<file path="config.mk">
export PLATFORM = sky130hd
export DESIGN_NAME = tracker
export DESIGN_NICKNAME = d
export VERILOG_FILES = /design/src/rtl/tracker.sv
export SDC_FILE = /design/constraint.sdc
export NUM_CORES = 1
export LEC_CHECK = 0
export CAP_MARGIN = 5
export CORE_ASPECT_RATIO = 2
export CORE_MARGIN = 4
export CORE_UTILIZATION = 25
export DETAILED_ROUTE_END_ITERATION = 10
export DONT_BUFFER_PORTS = 1
export PLACE_DENSITY = 0.5
export SLEW_MARGIN = 0
export SYNTH_ARGS = -nofsm -noshare
export SYNTH_HDL_FRONTEND = slang
export SYNTH_SLANG_ARGS = --single-unit
</file>
<file path="constraint.sdc">
create_clock -name clk -period 3.1 [get_ports clk]
set_clock_uncertainty 0.1 [all_clocks]
set_input_delay 0.93 -clock clk [delete_from_list [all_inputs] [get_ports clk]]
set_output_delay 0.93 -clock clk [all_outputs]
set_load 0.01 [all_outputs]
</file>
<file path="src/rtl/tracker.sv">
// Colour-blob tracker: accumulates coordinates of in-window hue pixels per frame
// and divides at the start of vertical blanking to produce the centre of mass.
//
// state  | meaning
// S_IDLE | no division in flight
// S_DIV  | shifting one quotient bit per clock into both dividers
// S_DONE | quotients final; publish x_com/y_com and pulse data_ready
module tracker #(
    parameter int H_ACTIVE = 1024,
    parameter int V_ACTIVE = 768,
    parameter int ACC_W    = 30,
    parameter int CNT_W    = 20
) (
    input  logic        clk,
    input  logic        reset,
    input  logic [10:0] hcount,
    input  logic [9:0]  vcount,
    input  logic [23:0] hsv,
    input  logic [7:0]  low,
    input  logic [7:0]  high,
    output logic [10:0] x_com,
    output logic [9:0]  y_com,
    output logic        data_ready
);

    localparam int IT_W = $clog2(ACC_W + 1);
    localparam logic [10:0] H_LIM = 11'(H_ACTIVE);
    localparam logic [9:0]  V_LIM = 10'(V_ACTIVE);

    typedef enum logic [1:0] {S_IDLE, S_DIV, S_DONE} state_t;
    state_t state, state_nxt;

    logic [ACC_W-1:0] sum_x, sum_y;
    logic [CNT_W-1:0] count;
    logic             armed;

    logic [ACC_W-1:0] qx, qy;
    logic [CNT_W-1:0] rx, ry, dvs;
    logic [IT_W-1:0]  iter;

    logic [7:0] hue;
    logic       match, trigger, start;
    logic       unused_sv;

    assign hue       = hsv[23:16];
    assign unused_sv = ^hsv[15:0];

    always_comb begin
        match   = (hcount < H_LIM) && (vcount < V_LIM) && (hue >= low) && (hue <= high);
        trigger = (vcount >= V_LIM) && armed;
        start   = trigger && (count != '0);
    end

    // Pixel on the trigger edge is blanking, so clearing and accumulating never collide.
    always_ff @(posedge clk or negedge reset) begin
        if (!reset) begin
            sum_x <= '0;
            sum_y <= '0;
            count <= '0;
            armed <= 1'b1;
        end else if (trigger) begin
            sum_x <= '0;
            sum_y <= '0;
            count <= '0;
            armed <= 1'b0;
        end else begin
            if (match) begin
                sum_x <= sum_x + ACC_W'(hcount);
                sum_y <= sum_y + ACC_W'(vcount);
                count <= count + CNT_W'(1);
            end
            if (vcount < V_LIM)
                armed <= 1'b1;
        end
    end

    // One restoring step per divider; quotient bits shift into the dividend register.
    logic [CNT_W:0]   tx, ty, dx, dy;
    logic             gx, gy;
    logic [CNT_W-1:0] rx_nxt, ry_nxt;

    always_comb begin
        tx     = {rx, qx[ACC_W-1]};
        ty     = {ry, qy[ACC_W-1]};
        dx     = tx - {1'b0, dvs};
        dy     = ty - {1'b0, dvs};
        gx     = tx >= {1'b0, dvs};
        gy     = ty >= {1'b0, dvs};
        rx_nxt = gx ? dx[CNT_W-1:0] : tx[CNT_W-1:0];
        ry_nxt = gy ? dy[CNT_W-1:0] : ty[CNT_W-1:0];
    end

    always_ff @(posedge clk or negedge reset) begin
        if (!reset)
            state <= S_IDLE;
        else
            state <= state_nxt;
    end

    always_comb begin
        state_nxt = state;
        if (start) begin
            state_nxt = S_DIV;
        end else begin
            case (state)
                S_IDLE: state_nxt = S_IDLE;
                S_DIV:  if (iter == IT_W'(1)) state_nxt = S_DONE;
                S_DONE: state_nxt = S_IDLE;
                default: state_nxt = S_IDLE;
            endcase
        end
    end

    always_ff @(posedge clk or negedge reset) begin
        if (!reset) begin
            qx         <= '0;
            qy         <= '0;
            rx         <= '0;
            ry         <= '0;
            dvs        <= '0;
            iter       <= '0;
            x_com      <= '0;
            y_com      <= '0;
            data_ready <= 1'b0;
        end else begin
            data_ready <= 1'b0;
            if (start) begin
                qx   <= sum_x;
                qy   <= sum_y;
                rx   <= '0;
                ry   <= '0;
                dvs  <= count;
                iter <= IT_W'(ACC_W);
            end else if (state == S_DIV) begin
                qx   <= {qx[ACC_W-2:0], gx};
                qy   <= {qy[ACC_W-2:0], gy};
                rx   <= rx_nxt;
                ry   <= ry_nxt;
                iter <= iter - IT_W'(1);
            end else if (state == S_DONE) begin
                x_com      <= qx[10:0];
                y_com      <= qy[9:0];
                data_ready <= 1'b1;
            end
        end
    end

endmodule

</file>
==> flow_summary.json <==
{
  "grt.overflow.total": 0,
  "syn_area_per_cell_um2": 8.681,
  "vdd_ir_drop_max_mv": 0.4604,
  "viasPerCell": 5.015,
  "setup.worst_path.start_class": "flip-flop",
  "finalWirelength_mm": 39.71,
  "hold_violations": 0,
  "antenna_left": 0,
  "finalPower_uw": 15150,
  "dp_hpwl_mm": 28.45,
  "wl_per_cell_um": 17.46,
  "tns_ns": 0,
  "outcome": "complete, no violations",
  "antenna_found_initial": 0,
  "asyncSetResetFlopFracSynth_pct": 100.0,
  "vias": 11405,
  "leakage_uw": 0.007034,
  "clockBufferDepth": 3,
  "drive_gt1_share_pct": 9.114,
  "first_pass_iters": 5,
  "tightest_slew_ns": 0.8534,
  "core_mm2": 0.05360,
  "power_density_mw_per_mm2": 969.1,
  "htree_levels": 1,
  "drt_iter0_markers": 542,
  "max-slew-margin-rel_pct": 43.11,
  "die_w_um": 172.8,
  "area_delta_synth_final_pct": 15.17,
  "r2r_start": "dvs[14]",
  "cp_top_family": "compound AO/OA/AOI/OAI gates",
  "crit_type": "reg -> reg",
  "min_path_type": "in -> async",
  "ys_types": 70,
  "critPathMaxStageDelay_ns": 0.36,
  "cp.arrival_ns": 3.23,
  "startpoint": "dvs[14]",
  "clock_latency_ns": 0.55,
  "seq_area_frac_synth_pct": 42.40,
  "layout.nets": 1735,
  "cpMaxStageDelayCell": "dfrtp_1",
  "end_kind": "flip-flop",
  "r2r_slack_ns": 0.19,
  "grt_pass1_wl_mm": 63.63,
  "crit_cells": 11,
  "yosys.area.top_type": "dfrtp_1",
  "ys_ff_latch": 230,
  "drv_slew": 0,
  "ys_top_cells_by_count": "279 x nand2_1, 229 x dfrtp_1, 130 x nor2_1",
  "ys_top_cells_by_area": "dfrtp_1 42%, nand2_1 7.7%, ha_1 7.5%, o21ai_0 3.9%, nor2_1 3.6%",
  "rr_endpoint": "ry[16]",
  "synth_area_mm2": 0.01358,
  "fp-row-count": 120,
  "yosys_warnings": 0,
  "finalCriticalPeriod_ns": 2.914,
  "clock-sinks": 230,
  "syn_inst": 1564,
  "cts_tree": "built",
  "timing.final.crit_share_pct": 94.01,
  "fillers": 5635,
  "numCtsBuffers": 23,
  "dp_cells": 2230,
  "place_area_mm2": 0.01477,
  "root_buffer": "clkbuf_16",
  "cp.required_ns": 3.41,
  "die_h_um": 337.6,
  "fmax_mhz": 343.1,
  "maxCapViolCount": 0,
  "post-synth-top-count-cell": "nand2_1",
  "path_max_fanout": 6,
  "worstPathCellList": "inv_1 -> ha_1 -> a21o_1 -> a211oi_2 -> o21bai_1 -> a311o_1 -> a211oi_4 -> buf_4 -> and4bb_2 -> a211oi_1 -> a21oi_1",
  "route.detailed.drc": 0,
  "first_global_vias": 11888,
  "synth_ff_type": "dfrtp_1",
  "grt_setup_unrepaired": "no",
  "place.gp.congestion": 0.8352,
  "design_area_mm2": 0.01564,
  "grtUsageTotal_pct": 13.40,
  "ios": 85,
  "final_cell_count_no_fill": 2274,
  "yosysTopAreaCellShare_pct": 42.21,
  "grt_max_degree": 231,
  "start_util_pct": 25.33,
  "fin_util_pct": 29.17,
  "path_buf_inv": 2,
  "syn_nets": 1712,
  "ff2ff_path_depth": 11,
  "dieArea_mm2": 0.05833,
  "clk_transition_reported_paths_ns": 0.07,
  "synth_edf_count": 0,
  "numPortBuffers": 0,
  "setup_viol": 0
}
[worst register-to-register path: stages (launching register included)]
cell and delay [ns]:
dfrtp_1 0.36, inv_1 0.19, ha_1 0.34, a21o_1 0.22, a211oi_2 0.21, o21bai_1 0.10, a311o_1 0.35, a211oi_4 0.18
buf_4 0.15, and4bb_2 0.23, a211oi_1 0.24, a21oi_1 0.11
[cell families (layout without fill, tap and decap cells)]
family	count (synthesis)	count (layout)	share of synthesized area, %
fa+ha+maj	85	85	8.055
buf+inv	140	178	4.193
flops	230	230	42.40
other cells	0	1	0
compound gates	393	393	18.04
xor+xnor	69	69	4.451
mux	28	28	2.092
simple gates	619	619	20.76
[cells in the final DEF, fill, tap and decap left out, types with 8 or more instances in the layout]
| cell type | instances |
|---|---|
| dfrtp_1 | 229 |
| inv_1 | 60 |
| a21oi_1 | 90 |
| a21o_1 | 21 |
| o21bai_1 | 9 |
| nand2b_1 | 8 |
| a31oi_1 | 64 |
| clkbuf_16 | 23 |
| nand2_1 | 279 |
| or4_1 | 10 |
| or3_1 | 20 |
| xnor2_1 | 37 |
| nand3_1 | 57 |
| o31ai_1 | 10 |
| nor3_1 | 13 |
| nand4_1 | 33 |
| o21a_1 | 17 |
| xor2_1 | 32 |
| a211oi_1 | 17 |
| o21ai_0 | 105 |
| and3_1 | 15 |
| nor2_1 | 130 |
| and2_1 | 11 |
| o211ai_1 | 15 |
| mux2i_1 | 25 |
| nor2b_1 | 10 |
| ha_1 | 81 |
| buf_4 | 69 |
[power breakdown]
group | switching [uW] | total [uW] | internal (uW)
Sequential | 705 | 4630 | 3930
Clock | 1310 | 3130 | 1820
Combinational | 3980 | 7390 | 3410
[per-stage QoR]
stage / worst slack, ns / hold WS, ns
6_report: 0.1858 / 0.008139
5_1_grt: 0.008890 / -0.03024
4_1_cts: 0.04073 / -0.06441
3_5_place_dp: -0.2582 / 0.3895
3_3_place_gp: -0.2050 / 0.3886
2_1_floorplan: 0.006126 / 0.3584
[metal layers]
metal  wire [um]  vias to the layer above  track usage [%]
li1            -                     5556                -
met1       14380                     5558            13.32
met2       21450                      207            26.31
met3        1343                       84            1.611
met4        2540                        0            8.194
met5           0                        -                0
[how the worst max path moves through the flow]
| stage | end | slack [ns] |
|---|---|---|
| floorplan | sum_y[26] | 0.006 |
| global placement | sum_x[26] | -0.21 |
| detailed placement | count[19] | -0.26 |
| global route | ry[16] | 0.009 |
| finish | ry[16] | 0.19 |
| CTS | rx[11] | 0.04 |
[sequential cells by signal (all words and copies together), names as in the netlist, 11 cells and up]
signal,count
qy,30
sum_y,30
ry,20
sum_x,30
qx,30
count,20
rx,20
x_com,11
dvs,20
[final cells by class]
type	instances	area (um2)	share of cell area, %
multi-input cells	1194	7311	46.76
inverters	61	229.0	1.464
diodes	1	2.502	0.01600
clock buffers	29	608.1	3.889
clock inverters	11	203.9	1.304
repair buffers	77	685.7	4.385
flip-flops and latches	230	5757	36.82
well taps	671	839.6	5.369
[what timing repair did]
action                     CTS  global route
setup buffers                0             2
hold endpoints to repair   138            77
setup endpoints to repair    0            14
resized for setup            0             3
No activity file was read; power rests on OpenSTA's default activity.
